[src/rtl/register_file_reader.sv]
// Read sequencer and drain FIFO for register_file: issues row reads, tracks the read latency, buffers rows.
// Define RF_READER_PERF_EN to build the stall_cycles performance counter (tied to 0 otherwise).
module register_file_reader #(
    parameter int MATRIX_WIDTH   = 14,
    parameter int REGISTER_DEPTH = 512,
    parameter int READ_LATENCY   = 7,
    parameter int FIFO_DEPTH     = 8,
    parameter int DATA_W         = 8,
    parameter int ADDR_W         = $clog2(REGISTER_DEPTH)
) (
    input  logic                                 clk,
    input  logic                                 rst_n,
    input  logic                                 cmd_valid,
    output logic                                 cmd_ready,
    input  logic [ADDR_W-1:0]                    cmd_base_addr,
    input  logic [15:0]                          cmd_length,
    input  logic                                 rf_enable,
    output logic [ADDR_W-1:0]                    rf_read_addr,
    input  logic [MATRIX_WIDTH-1:0][DATA_W-1:0]  rf_data,
    output logic                                 out_valid,
    input  logic                                 out_ready,
    output logic [MATRIX_WIDTH-1:0][DATA_W-1:0]  out_data,
    output logic                                 out_last,
    output logic                                 busy,
    output logic                                 done,
    output logic [31:0]                          stall_cycles
);

    localparam logic [1:0] S_IDLE  = 2'd0;
    localparam logic [1:0] S_ISSUE = 2'd1;
    localparam logic [1:0] S_DRAIN = 2'd2;

    localparam int ROW_W = MATRIX_WIDTH * DATA_W;
    localparam int PTR_W = (FIFO_DEPTH > 1) ? $clog2(FIFO_DEPTH) : 1;
    localparam int CNT_W = $clog2(FIFO_DEPTH + 1);
    localparam int INF_W = $clog2(READ_LATENCY + 1);

    logic [1:0]              state_q, state_d;
    logic [ADDR_W-1:0]       addr_q, addr_d;
    logic [ADDR_W-1:0]       last_addr_q, last_addr_d;
    logic [15:0]             remain_q, remain_d;
    logic [READ_LATENCY-1:0] tag_vld_q, tag_vld_d;
    logic [READ_LATENCY-1:0] tag_last_q, tag_last_d;
    logic [PTR_W-1:0]        wr_ptr_q, wr_ptr_d;
    logic [PTR_W-1:0]        rd_ptr_q, rd_ptr_d;
    logic [CNT_W-1:0]        count_q, count_d;
    logic                    done_q, done_d;

    logic [ROW_W:0]          fifo_mem [FIFO_DEPTH];
    logic [ROW_W:0]          head;
    logic [INF_W-1:0]        inflight;
    logic                    issue, final_row, credit_ok, accept;
    logic                    push, pop, full, head_last;

    always_comb begin
        inflight = '0;
        for (int i = 0; i < READ_LATENCY; i++) begin
            inflight = inflight + INF_W'(tag_vld_q[i]);
        end
    end

    // Credits cover both rows in the RAM pipe and rows already buffered, so a push never meets a full FIFO.
    assign credit_ok = (int'(inflight) + int'(count_q)) < FIFO_DEPTH;
    assign final_row = (remain_q == 16'd1);
    assign cmd_ready = (state_q == S_IDLE);
    assign busy      = (state_q != S_IDLE);
    assign accept    = cmd_valid & cmd_ready;
    assign done      = done_q;

    assign push      = tag_vld_q[READ_LATENCY-1] & rf_enable;
    assign full      = (count_q == CNT_W'(FIFO_DEPTH));
    assign head      = fifo_mem[rd_ptr_q];
    assign head_last = head[0];
    assign out_valid = (count_q != '0);
    assign pop       = out_valid & out_ready;
    assign out_data  = out_valid ? head[ROW_W:1] : '0;
    assign out_last  = out_valid & head_last;

    assign rf_read_addr = issue ? addr_q : last_addr_q;

    always_comb begin
        state_d     = state_q;
        addr_d      = addr_q;
        last_addr_d = last_addr_q;
        remain_d    = remain_q;
        done_d      = 1'b0;
        issue       = 1'b0;
        case (state_q)
            S_IDLE: begin
                if (cmd_valid) begin
                    addr_d   = cmd_base_addr;
                    remain_d = cmd_length;
                    if (cmd_length == 16'd0) begin
                        done_d = 1'b1;
                    end else begin
                        state_d = S_ISSUE;
                    end
                end
            end
            S_ISSUE: begin
                if (rf_enable && credit_ok) begin
                    issue       = 1'b1;
                    last_addr_d = addr_q;
                    addr_d      = (addr_q == ADDR_W'(REGISTER_DEPTH - 1)) ? '0 : addr_q + ADDR_W'(1);
                    remain_d    = remain_q - 16'd1;
                    if (final_row) begin
                        state_d = S_DRAIN;
                    end
                end
            end
            S_DRAIN: begin
                if (pop && head_last) begin
                    done_d  = 1'b1;
                    state_d = S_IDLE;
                end
            end
            default: state_d = S_IDLE;
        endcase
    end

    // Tags advance in lockstep with the register-file pipe, which is itself gated by rf_enable.
    always_comb begin
        tag_vld_d  = tag_vld_q;
        tag_last_d = tag_last_q;
        if (rf_enable) begin
            tag_vld_d  = (tag_vld_q << 1) | READ_LATENCY'(issue);
            tag_last_d = (tag_last_q << 1) | READ_LATENCY'(issue & final_row);
        end
    end

    always_comb begin
        wr_ptr_d = wr_ptr_q;
        rd_ptr_d = rd_ptr_q;
        count_d  = count_q;
        if (push) begin
            wr_ptr_d = (wr_ptr_q == PTR_W'(FIFO_DEPTH - 1)) ? '0 : wr_ptr_q + PTR_W'(1);
        end
        if (pop) begin
            rd_ptr_d = (rd_ptr_q == PTR_W'(FIFO_DEPTH - 1)) ? '0 : rd_ptr_q + PTR_W'(1);
        end
        case ({push, pop})
            2'b10:   count_d = count_q + CNT_W'(1);
            2'b01:   count_d = count_q - CNT_W'(1);
            default: count_d = count_q;
        endcase
    end

    always_ff @(posedge clk or negedge rst_n) begin
        if (!rst_n) begin
            state_q     <= S_IDLE;
            addr_q      <= '0;
            last_addr_q <= '0;
            remain_q    <= '0;
            tag_vld_q   <= '0;
            tag_last_q  <= '0;
            wr_ptr_q    <= '0;
            rd_ptr_q    <= '0;
            count_q     <= '0;
            done_q      <= 1'b0;
        end else begin
            state_q     <= state_d;
            addr_q      <= addr_d;
            last_addr_q <= last_addr_d;
            remain_q    <= remain_d;
            tag_vld_q   <= tag_vld_d;
            tag_last_q  <= tag_last_d;
            wr_ptr_q    <= wr_ptr_d;
            rd_ptr_q    <= rd_ptr_d;
            count_q     <= count_d;
            done_q      <= done_d;
        end
    end

    // Row storage carries no reset; occupancy gating keeps stale entries invisible.
    always_ff @(posedge clk) begin
        if (push) begin
            fifo_mem[wr_ptr_q] <= {rf_data, tag_last_q[READ_LATENCY-1]};
        end
    end

    assert property (@(posedge clk) disable iff (!rst_n) !(push && full && !pop));

`ifdef RF_READER_PERF_EN
    logic [31:0] stall_q, stall_d;

    always_comb begin
        stall_d = stall_q;
        if (accept) begin
            stall_d = '0;
        end else if (((state_q == S_ISSUE) && !issue) || (out_valid && !out_ready)) begin
            if (stall_q != '1) begin
                stall_d = stall_q + 32'd1;
            end
        end
    end

    always_ff @(posedge clk or negedge rst_n) begin
        if (!rst_n) begin
            stall_q <= '0;
        end else begin
            stall_q <= stall_d;
        end
    end

    assign stall_cycles = stall_q;
`else
    assign stall_cycles = 32'd0;
`endif

endmodule

[config.mk]
export PLATFORM = sky130hd
export DESIGN_NAME = register_file_reader
export DESIGN_NICKNAME = d
export VERILOG_FILES = /design/src/rtl/register_file_reader.sv
export SDC_FILE = /design/constraint.sdc
export NUM_CORES = 1
export LEC_CHECK = 0
export CORE_MARGIN = 2
export CORE_UTILIZATION = 35
export CTS_BUF_LIST = sky130_fd_sc_hd__clkbuf_8
export DETAILED_ROUTE_END_ITERATION = 8
export PLACE_DENSITY = 0.52
export REMOVE_ABC_BUFFERS = 1
export SLEW_MARGIN = 40
export SYNTH_ARGS = -nofsm -noshare
export SYNTH_HDL_FRONTEND = slang
export SYNTH_SLANG_ARGS = --single-unit
[constraint.sdc]
create_clock -name clk -period 18 [get_ports clk]
set_clock_uncertainty 0.05 [all_clocks]
set_input_delay 3.6 -clock clk [delete_from_list [all_inputs] [get_ports clk]]
set_output_delay 3.6 -clock clk [all_outputs]
set_load 0.02 [all_outputs]
==> flow_summary_export.csv <==
group,metric,value,unit
power,leakage,0.0152,uW
final_layout,regArea,28700,um2
final_layout,final_common_cell,"edfxtp_1",
outcome,status,"finished, final reports clean",
clock_tree,cts_buffer_depth,3,
routing,dr_wl_met2,44100,um
placement,port_buffers,267,
critical_path,required,14.35,ns
critical_path,regToRegStartpoint,"tag_vld_q[0]",
clock_tree,cts_num_sinks,965,
sta,post-route-period-util,54.7,%
floorplanning,fp-row-count,121,
final_layout,n_fill_cell,9545,
logic_synthesis,synth_compound_area_share,1.80,%
logic_synthesis,synth.top_cells.by_area,"edfxtp_1, mux4_2, dfrtp_1, mux2i_1, nor2_1",
routing,drtIter0Drc,1291,
clock_tree,worstSkewPairLatency,0.83,ns
sta,hold_viol_final,0,
routing,routed_wl,87900,um
floorplanning,io_pins,300,
clock_tree,cts-root-buf,"clkbuf_8",
logic_synthesis,yosysTopAreaCell,"edfxtp_1",
clock_tree,hold_buffers,0,
sta,drv_slew,0,
logic_synthesis,synth_top_area_share,71.3,%
clock_tree,h-tree-depth,4,
sta,slew_headroom,44.4,%
routing,ant_nets,0,
critical_path,cp_max_fo,21,
logic_synthesis,synthFlopType,"edfxtp_1",
floorplanning,die_w,334,um
routing,wl_per_cell,23.3,um
routing,first_pass_iters,5,
critical_path,worst_setup_path_start_kind,"input pin",
worst_hold_path,holdCritPathClass,"reg -> reg",
sta,setup_viol,0,
final_layout,drive_gt1_share,22.6,%
power,ir_drop,0.0000909,V
global_routing,antenna_found_initial,15,
floorplanning,die_area,111000,um2
floorplanning,core_area,108000,um2
flow_run,cap_viol_max_count,0,
final_layout,final_core_util,42.0,%
logic_synthesis,synth-adder-area-share,0.769,%
logic_synthesis,synth_area,38100,um2
placement,routabilityCongestion,0.745,
routing,drc,0,
final_layout,area_growth,19.5,%
global_routing,grt_max_degree,67,
routing,vias_per_cell,5.04,
logic_synthesis,yosys_warnings,0,
logic_synthesis,synth_cell_types,67,
floorplanning,initial_utilization,35.1,%
clock_tree,tritoncts,"yes",
global_routing,first_global_vias,20900,
final_layout,final_cell_mix,"edfxtp_1, clkdlybuf4s50_1, mux4_2, clkbuf_8, nor2_1",
power,power_density,154,nW/um2
routing,wl_met1,37100,um
critical_path,critPathTopFamily,"buffers and inverters",
logic_synthesis,syn_avg_cell_area,20.7,um2
logic_synthesis,synthMuxAreaShare,17.0,%
critical_path,end_kind,"output port",
global_routing,globalRouteTotalUtil,16.0,%
logic_synthesis,synth-edff-count,904,
worst_hold_path,min_from,"tag_vld_q[5]",
final_layout,fin_nets,2381,
sta,tns,0,ns
final_layout,multi_input_area,8860,um2
routing,vias,19000,
floorplanning,die_h,334,um
routing,top_layer,"met5",
critical_path,startpoint,"rf_enable",
sta,rsz0062_at_grt,"no",
critical_path,cp.arrival,6.19,ns
clock_tree,path_clk_slew,0.06,ns
clock_tree,post_cts_buffers,0,
logic_synthesis,synthSimpleGateAreaFrac,3.05,%
clock_tree,cts_resized,0,
critical_path,worstPathCellList,"clkdlybuf4s50_1 -> buf_4 -> nor4b_1 -> nand4_1 -> buf_4 -> o21ai_0 -> clkdlybuf4s50_1",
critical_path,crit_buf_inv,4,
critical_path,slowest_delay,0.66,ns
critical_path,critPathKind,"in -> out",
logic_synthesis,synth_xor_xnor_area_share,0.0690,%
global_routing,grt_pass1_wl,132000,um
logic_synthesis,synth_top_family_by_area,"multiplexers",
clock_tree,cts_buffers,165,
critical_path,critPathSlowestCell,"clkdlybuf4s50_1",
placement,dpl.hpwl,47500,um
logic_synthesis,syn-instance-count,1837,
logic_synthesis,ys_seq_area_share,75.3,%
logic_synthesis,synth_seq_cells,965,
sta,worst_pin_slew,0.834,ns
sta,fin_crit,9.84,ns
sta,max_freq,102,MHz
routing,route.met3.wl,4660,um
logic_synthesis,ys_async_sr_fraction,6.32,%
global_routing,globalRouteOverflowTotal,0,
-- synth_stat cells, drive strengths merged, types with 7 or more instances --
library cell  instances
o22ai                 9
o21ai                21
nor2                137
inv                  23
clkbuf               40
mux2i               117
ha                   17
mux2                 20
nand2                19
nand4                 7
nor3b                 7
buf                  91
edfxtp              904
nor3                 13
dfrtp                61
nor4                 12
mux4                226
a21oi                14
-- state kept, by name, summed over array words and instances (netlist names) --
register	cells
tag_last_q	7
remain_q	16
fifo_mem	904
state_q	2
last_addr_q	9
addr_q	9
count_q	4
rd_ptr_q	3
tag_vld_q	7
wr_ptr_q	3
done	1
-- per-stage QoR --
| stage | hold slack (ns) | power [uW] | area (um2) | std cells | setup slack [ns] |
|---|---|---|---|---|---|
| after floorplan | 0.402 | 4660 | 37500 | 1737 | 1.71 |
| after global placement | 0.425 | 5250 | 42400 | 3462 | 7.76 |
| after detailed placement | 0.433 | 5290 | 42500 | 3464 | 7.73 |
| after CTS | 0.450 | 7130 | 45500 | 3762 | 7.73 |
| after global routing | 0.470 | 7380 | 45500 | 3767 | 8.00 |
| final | 0.443 | 7000 | 45500 | 3767 | 8.16 |
-- cell families (layout without fill, tap and decap cells) --
family / after synthesis / count (layout)
AOI/OAI and AO/OA: 96 / 96
xor gates and xnor gates: 3 / 3
adders and majority gates: 21 / 21
buffers and inverters: 154 / 635
DFF: 965 / 965
muxes: 363 / 363
other: 1 / 36
and+or+nand+nor: 234 / 234
-- power by group --
part	internal (uW)	switching, uW	total, uW	leakage [uW]
Combinational	1150	1300	2450	0.00453
Clock	913	891	1800	0.00173
Sequential	2600	139	2740	0.00890
-- final cells by class --
cell class / count / area share (%)
multi-input combinational: 749 / 19.5
timing repair buffer: 314 / 6.84
clock inverter: 129 / 1.51
inverter: 23 / 0.190
clock buffer: 169 / 5.11
antenna: 4 / 0.0220
sequential: 965 / 63.0
tap: 1414 / 3.89
-- worst register-to-register path, stage by stage (launching register included) --
cell	delay (ns)
dfrtp_1	0.41
fa_1	0.55
inv_1	0.06
fa_1	0.45
fa_1	0.36
inv_1	0.07
ha_1	0.24
and4b_1	0.26
nor3_2	0.56
nand4_1	0.34
o22ai_1	0.21
-- final timing paths --
path / depth (start not counted) / slack, ns / to
min in group asynchronous: 2 / 2.80 / addr_q[4]
max reg2reg: 10 / 14.34 / tag_last_q[0]
min: 2 / 0.44 / tag_vld_q[6]
max in group asynchronous: 2 / 14.59 / rd_ptr_q[1]
max: 7 / 8.16 / rf_read_addr[7]
min reg2reg: 2 / 0.44 / tag_vld_q[6]
-- layer usage --
layer | up-vias | GRT usage, %
met1 | 10000 | 20.3
met2 | 475 | 26.5
li1 | 8279 | -
met5 | - | 0
met3 | 162 | 4.19
met4 | 22 | 5.54
Note: power is estimated with default switching activity, not from simulation.
